[src/rtl/game_flow_controller.sv]
// Frogger game sequencer: state machine, lives/level counters and frame-paced pause timers.
// Optional hit flash of the frog sprite is enabled by defining GAME_FLOW_HIT_FLASH_EN.
module game_flow_controller #(
  parameter int c_LIVES_INI      = 3,
  parameter int c_START_FRAMES   = 30,
  parameter int c_HIT_FRAMES     = 60,
  parameter int c_LEVELUP_FRAMES = 90,
  parameter int c_MAX_LEVEL      = 7
) (
  input  logic       i_Clk,
  input  logic       i_Rst_L,
  input  logic       i_Frame_Tick,
  input  logic       i_Start,
  input  logic       i_Has_Collided,
  input  logic       i_Level_Up,
  output logic       o_Game_Active,
  output logic       o_Obstacles_Run,
  output logic       o_Frog_Reset,
  output logic       o_Blank_Frog,
  output logic [1:0] o_Lives,
  output logic [2:0] o_Level,
  output logic       o_Game_Over,
  output logic [2:0] o_State
);

  typedef enum logic [2:0] {
    ST_IDLE        = 3'd0,
    ST_COUNTDOWN   = 3'd1,
    ST_RUNNING     = 3'd2,
    ST_HIT         = 3'd3,
    ST_LEVEL_PAUSE = 3'd4,
    ST_GAME_OVER   = 3'd5
  } state_e;

  localparam logic [7:0] START_LAST   = 8'(c_START_FRAMES - 1);
  localparam logic [7:0] HIT_LAST     = 8'(c_HIT_FRAMES - 1);
  localparam logic [7:0] LEVELUP_LAST = 8'(c_LEVELUP_FRAMES - 1);
  localparam logic [1:0] LIVES_INI    = 2'(c_LIVES_INI);
  localparam logic [2:0] LEVEL_MAX    = 3'(c_MAX_LEVEL);

  state_e     state_q, state_d;
  logic       start_prev_q;
  logic [7:0] frame_cnt_q, frame_cnt_d;
  logic [1:0] lives_q, lives_d;
  logic [2:0] level_q, level_d;
  logic       frog_reset_q, frog_reset_d;
  logic       game_active_q, game_active_d;
  logic       obstacles_run_q, obstacles_run_d;
  logic       blank_frog_q, blank_frog_d;
  logic       game_over_q, game_over_d;

  logic       start_edge;
  logic       timer_done;
  logic [7:0] timer_last;

  assign start_edge = i_Start & ~start_prev_q;

  always_comb begin
    timer_last = 8'hFF;
    case (state_q)
      ST_COUNTDOWN:   timer_last = START_LAST;
      ST_HIT:         timer_last = HIT_LAST;
      ST_LEVEL_PAUSE: timer_last = LEVELUP_LAST;
      default:        timer_last = 8'hFF;
    endcase
  end

  // The exiting tick is the PARAM-th one: the count already holds PARAM-1 ticks.
  assign timer_done = i_Frame_Tick && (frame_cnt_q == timer_last);

  always_comb begin
    // NOTE: every signal gets a default before the case so no path can infer a latch.
    state_d      = state_q;
    lives_d      = lives_q;
    level_d      = level_q;
    frog_reset_d = 1'b0;

    case (state_q)
      ST_IDLE, ST_GAME_OVER: begin
        if (start_edge) begin
          lives_d      = LIVES_INI;
          level_d      = 3'd0;
          frog_reset_d = 1'b1;
          state_d      = ST_COUNTDOWN;
        end
      end
      ST_COUNTDOWN: begin
        if (timer_done) state_d = ST_RUNNING;
      end
      ST_RUNNING: begin
        if (i_Has_Collided) begin
          if (lives_q > 2'd1) begin
            lives_d = lives_q - 2'd1;
            state_d = ST_HIT;
          end else begin
            lives_d = 2'd0;
            state_d = ST_GAME_OVER;
          end
        end else if (i_Level_Up) begin
          level_d = (level_q >= LEVEL_MAX) ? LEVEL_MAX : level_q + 3'd1;
          state_d = ST_LEVEL_PAUSE;
        end
      end
      ST_HIT, ST_LEVEL_PAUSE: begin
        if (timer_done) begin
          frog_reset_d = 1'b1;
          state_d      = ST_RUNNING;
        end
      end
      default: state_d = ST_IDLE;
    endcase

    frame_cnt_d = (state_d != state_q) ? 8'd0 : frame_cnt_q + {7'd0, i_Frame_Tick};

    // Outputs are decoded from the next state so the registered copies line up with state_q.
    game_active_d   = (state_d == ST_RUNNING);
    obstacles_run_d = (state_d == ST_COUNTDOWN) || (state_d == ST_RUNNING) || (state_d == ST_HIT);
    game_over_d     = (state_d == ST_GAME_OVER);
`ifdef GAME_FLOW_HIT_FLASH_EN
    blank_frog_d    = (state_d == ST_HIT) && frame_cnt_d[3];
`else
    blank_frog_d    = 1'b0;
`endif
  end

  always_ff @(posedge i_Clk or negedge i_Rst_L) begin
    if (!i_Rst_L) begin
      state_q         <= ST_IDLE;
      start_prev_q    <= 1'b1;  // a switch held through reset must not look like a fresh press
      frame_cnt_q     <= 8'd0;
      lives_q         <= LIVES_INI;
      level_q         <= 3'd0;
      frog_reset_q    <= 1'b0;
      game_active_q   <= 1'b0;
      obstacles_run_q <= 1'b0;
      blank_frog_q    <= 1'b0;
      game_over_q     <= 1'b0;
    end else begin
      // NOTE: non-blocking updates so every register samples pre-edge values together.
      state_q         <= state_d;
      start_prev_q    <= i_Start;
      frame_cnt_q     <= frame_cnt_d;
      lives_q         <= lives_d;
      level_q         <= level_d;
      frog_reset_q    <= frog_reset_d;
      game_active_q   <= game_active_d;
      obstacles_run_q <= obstacles_run_d;
      blank_frog_q    <= blank_frog_d;
      game_over_q     <= game_over_d;
    end
  end

  assign o_State         = state_q;
  assign o_Lives         = lives_q;
  assign o_Level         = level_q;
  assign o_Frog_Reset    = frog_reset_q;
  assign o_Game_Active   = game_active_q;
  assign o_Obstacles_Run = obstacles_run_q;
  assign o_Blank_Frog    = blank_frog_q;
  assign o_Game_Over     = game_over_q;

endmodule

[config.mk]
export PLATFORM = sky130hd
export DESIGN_NAME = game_flow_controller
export DESIGN_NICKNAME = d
export VERILOG_FILES = /design/src/rtl/game_flow_controller.sv
export SDC_FILE = /design/constraint.sdc
export NUM_CORES = 1
export LEC_CHECK = 0
export CAP_MARGIN = 10
export CORE_MARGIN = 4
export CORE_UTILIZATION = 52
export CTS_CLUSTER_DIAMETER = 120
export DETAILED_ROUTE_END_ITERATION = 10
export GPL_TIMING_DRIVEN = 0
export HOLD_SLACK_MARGIN = 0.1
export PLACE_DENSITY = 0.87
export SLEW_MARGIN = 25
export SYNTH_ARGS = -nofsm -noshare
export SYNTH_HDL_FRONTEND = slang
export SYNTH_SLANG_ARGS = --single-unit
export TNS_END_PERCENT = 10
[constraint.sdc]
create_clock -name i_Clk -period 2.25 [get_ports i_Clk]
set_input_delay 0.45 -clock i_Clk [delete_from_list [all_inputs] [get_ports i_Clk]]
set_output_delay 0.45 -clock i_Clk [all_outputs]
set_load 0.01 [all_outputs]
==> flow_summary_export.csv <==
group,metric,value,unit
logic_synthesis,avgSynthCellArea,8.95,um^2
worst_setup_path,slowest_stage,"dfrtp_1",
floorplanning,initial_core_util,57.4,%
timing,setup_viol,0,
place,hpwl,1.77,mm
clocking,clock-root-buffer,"clkbuf_4",
timing,period_share,95.1,%
timing,period_minus_slack,2.14,ns
cells_and_area,diodes,0,
logic_synthesis,syn_inst,131,
global_routing,grt_max_degree,22,
worst_setup_path,r2r-end,"o_State[0]$_DFF_PN0_",
timing,fmax,0.467,GHz
logic_synthesis,synth_cell_types,40,
clocking,insertion_delay,0.30,ns
worst_setup_path,r2r_slack,0.11,ns
timing,max-slew-margin-rel,65.8,%
global_routing,grt-ovfl-total,0,
routing,routed_wirelength,2.46,mm
logic_synthesis,yosysSeqAreaShare,45.1,%
worst_setup_path,reg2reg_depth,7,
global_routing,grtUsageMet2,27.0,%
run,maxCapViolCount,0,
logic_synthesis,synthesis.area,1170,um^2
worst_setup_path,cp-start-kind,"flip-flop",
power_and_ir_drop,ir_worst_vdd,0.000599,V
routing,viasPerCell,5.61,
floorplanning,io_pins,19,
timing,holdWs,0.516,ns
cells_and_area,layout.nets,165,
power_and_ir_drop,cellLeakagePower,0.633,nW
clocking,path_clk_slew,0.11,ns
worst_setup_path,worstPathArrival,2.34,ns
global_routing,grt_use_met3,3.73,%
worst_setup_path,reg2reg_from,"o_State[0]$_DFF_PN0_",
global_routing,grt_pass1_vias,941,
global_routing,top_usage_layer,"met2",
worst_setup_path,crit_start,"o_State[0]$_DFF_PN0_",
routing,dr.pass1.iters,4,
worst_setup_path,end_kind,"flip-flop",
logic_synthesis,ys_warn_count,0,
place,gp_congestion,0.939,
logic_synthesis,synth_top_cell_by_area,"dfrtp_1",
routing,route.detailed.drc,0,
place,dp_slack,0.0495,ns
logic_synthesis,ys_ff_latch,21,
floorplanning,die_w,55.5,um
worst_setup_path,crit_path_max_incr_delay,0.42,ns
cells_and_area,stdcell_count,181,
cells_and_area,area_growth,21.5,%
cells_and_area,fin_area,1420,um^2
place,dp.cells,175,
timing,skew,0.00106,ns
worst_setup_path,crit_cells,7,
worst_setup_path,required,2.45,ns
clocking,htree_levels,1,
floorplanning,rows,16,
clocking,cts.sinks,21,
global_routing,met1_usage,24.1,%
logic_synthesis,synth_area_leaders,"dfrtp_1 38%, dfstp_2 6.7%, nor2_1 6.4%",
routing,ant_nets,0,
place,port-buffer-count,17,
clocking,ctsLongestPathBuffers,2,
timing,hold_violations,0,
worst_setup_path,critical-path-top-delay-family,"compound AO/OA/AOI/OAI gates",
floorplanning,die-area,3080,um^2
worst_setup_path,crit_end,"o_State[0]$_DFF_PN0_",
global_routing,antenna_found_initial,0,
routing,drt_iter0_markers,27,
logic_synthesis,synthFlopType,"dfrtp_1",
worst_setup_path,cp_max_fo,10,
run_status,status,"completed",
floorplanning,core_area,2040,um^2
worst_setup_path,worstPathCellList,"clkbuf_1 > nor2_1 > o32ai_1 > a222oi_1 > buf_4 > or2_1 > a221o_1",
worst_setup_path,path_class,"reg2reg",
logic_synthesis,synth-edff-count,0,
worst_hold_path,hold_class,"reg2reg",
global_routing,track_usage,17.5,%
clocking,cts_tree,"yes",
logic_synthesis,synth_top_area_share,38.4,%
clocking,cts_buffers,3,
cells_and_area,drive_gt1_share,8.44,%
timing,worst_slack,0.110,ns
place,place_area,1380,um^2
logic_synthesis,synth_nets,141,
routing,wl_per_cell,13.6,um
power_and_ir_drop,power_density,830,nW/um^2
floorplanning,die_y,55.5,um
cells_and_area,fillCellCount,171,
global_routing,grt_first_pass_wirelength,4.40,mm
routing,dr_total_vias,1016,
timing,drv_slew,0,
logic_synthesis,async_flop_share,100,%
worst_setup_path,crit_buf_inv,2,
timing,tightest_slew,0.513,ns
## logic make-up (layout without fill, tap and decap cells)
kind of cell             after synthesis  after routing  synth area share (%)
AND/OR/NAND/NOR                       58             58                  23.2
AO/OA/AOI/OAI                         28             28                  17.5
flip-flops                            21             21                  45.1
buffers and inverters                 12             35                  4.38
XOR/XNOR                               7              7                  5.23
adder cells (fa/ha/maj)                4              4                  4.27
other                                  1              1                 0.320
## power by group
part           leakage [nW]  internal (mW)  total [mW]  switching (mW)
clock                0.0150         0.0691       0.181           0.112
sequential            0.265          0.464       0.536          0.0724
combinational         0.353          0.211       0.464           0.253
## cells in the mapped netlist (2+ instances only)
| cell | n |
|---|---|
| nor3_1 | 2 |
| nor2_1 | 20 |
| dfstp_2 | 3 |
| nand3_1 | 5 |
| ha_1 | 4 |
| xnor2_1 | 3 |
| o21bai_1 | 2 |
| dfrtp_1 | 18 |
| nand2_1 | 17 |
| o21ai_0 | 4 |
| nor2b_1 | 3 |
| inv_1 | 7 |
| a211o_1 | 2 |
| a21oi_1 | 5 |
| o211ai_1 | 4 |
| nand2b_1 | 2 |
| xor2_1 | 4 |
| clkbuf_1 | 2 |
| buf_2 | 2 |
| a22oi_1 | 2 |
## cell usage in the layout (no fill, tap or decap), types with 4 or more instances in the layout
master	n
o21ai_0	4
dfrtp_1	18
ha_1	4
a21oi_1	5
inv_1	7
nand3_1	5
o211ai_1	4
clkdlybuf4s50_1	16
nand2_1	17
xor2_1	4
nor2_1	20
## worst register-to-register path, stage by stage, from the launching register on
cell      delay (ns)
dfrtp_1         0.42
clkbuf_1        0.38
nor2_1          0.14
o32ai_1         0.16
a222oi_1        0.14
buf_4           0.19
or2_1           0.27
a221o_1         0.34
## per-stage QoR
stage	util [%]	total power, mW	setup TNS [ns]
floorplan	-	0.831	0
global placement	67.4	0.962	0
detailed placement	67.4	0.976	0
CTS	68.7	1.16	0
global route	69.7	1.28	-0.00825
finish	69.7	1.18	0
## cell type report
class | instances | area, um^2 | area share [%]
Clock buffer | 4 | 26.3 | 1.85
Sequential cell | 21 | 529 | 37.2
Inverter | 7 | 26.3 | 1.85
Timing Repair Buffer | 19 | 183 | 12.8
Multi-Input combinational cell | 98 | 601 | 42.2
Tap cell | 27 | 33.8 | 2.37
Buffer | 5 | 25.0 | 1.76
## routing by layer
metal | vias up | part of all wire (%)
li1 | 502 | -
met3 | 4 | 5.8
met2 | 31 | 46
met4 | 0 | 0.81
met1 | 479 | 47
met5 | - | 0
## state kept, by name (all words and copies together), names as in the netlist
signal and flops:
frame_cnt_q 8, o_Frog_Reset 1, o_Game_Active 1, o_Game_Over 1, o_Level 3, o_Lives 2
o_Obstacles_Run 1, o_State 3, start_prev_q 1
## how the worst min path moves through the flow
stage / slack (ns) / to / start / depth (start not counted)
6_report: 0.52 / o_Lives[1]$_DFFE_PN1P_ / o_Lives[1]$_DFFE_PN1P_ / 2
4_1_cts: 0.51 / o_Lives[1]$_DFFE_PN1P_ / o_Lives[1]$_DFFE_PN1P_ / 2
5_1_grt: 0.54 / start_prev_q$_DFF_PN1_ / i_Start / 1
3_5_place_dp: 0.49 / o_Lives[1]$_DFFE_PN1P_ / o_Lives[1]$_DFFE_PN1P_ / 2
2_1_floorplan: 0.15 / frame_cnt_q[0]$_DFF_PN0_ / i_Rst_L / 0
3_3_place_gp: 0.49 / o_Lives[1]$_DFFE_PN1P_ / o_Lives[1]$_DFFE_PN1P_ / 2
## repair_timing
action                     in CTS  in global routing
buffers inserted                0                  1
hold endpoints to repair        0                 11
gates resized for setup         0                  1
setup endpoints to repair       0                  8
hold buffers                    0                  1
Power figures use the tool's default switching activity.
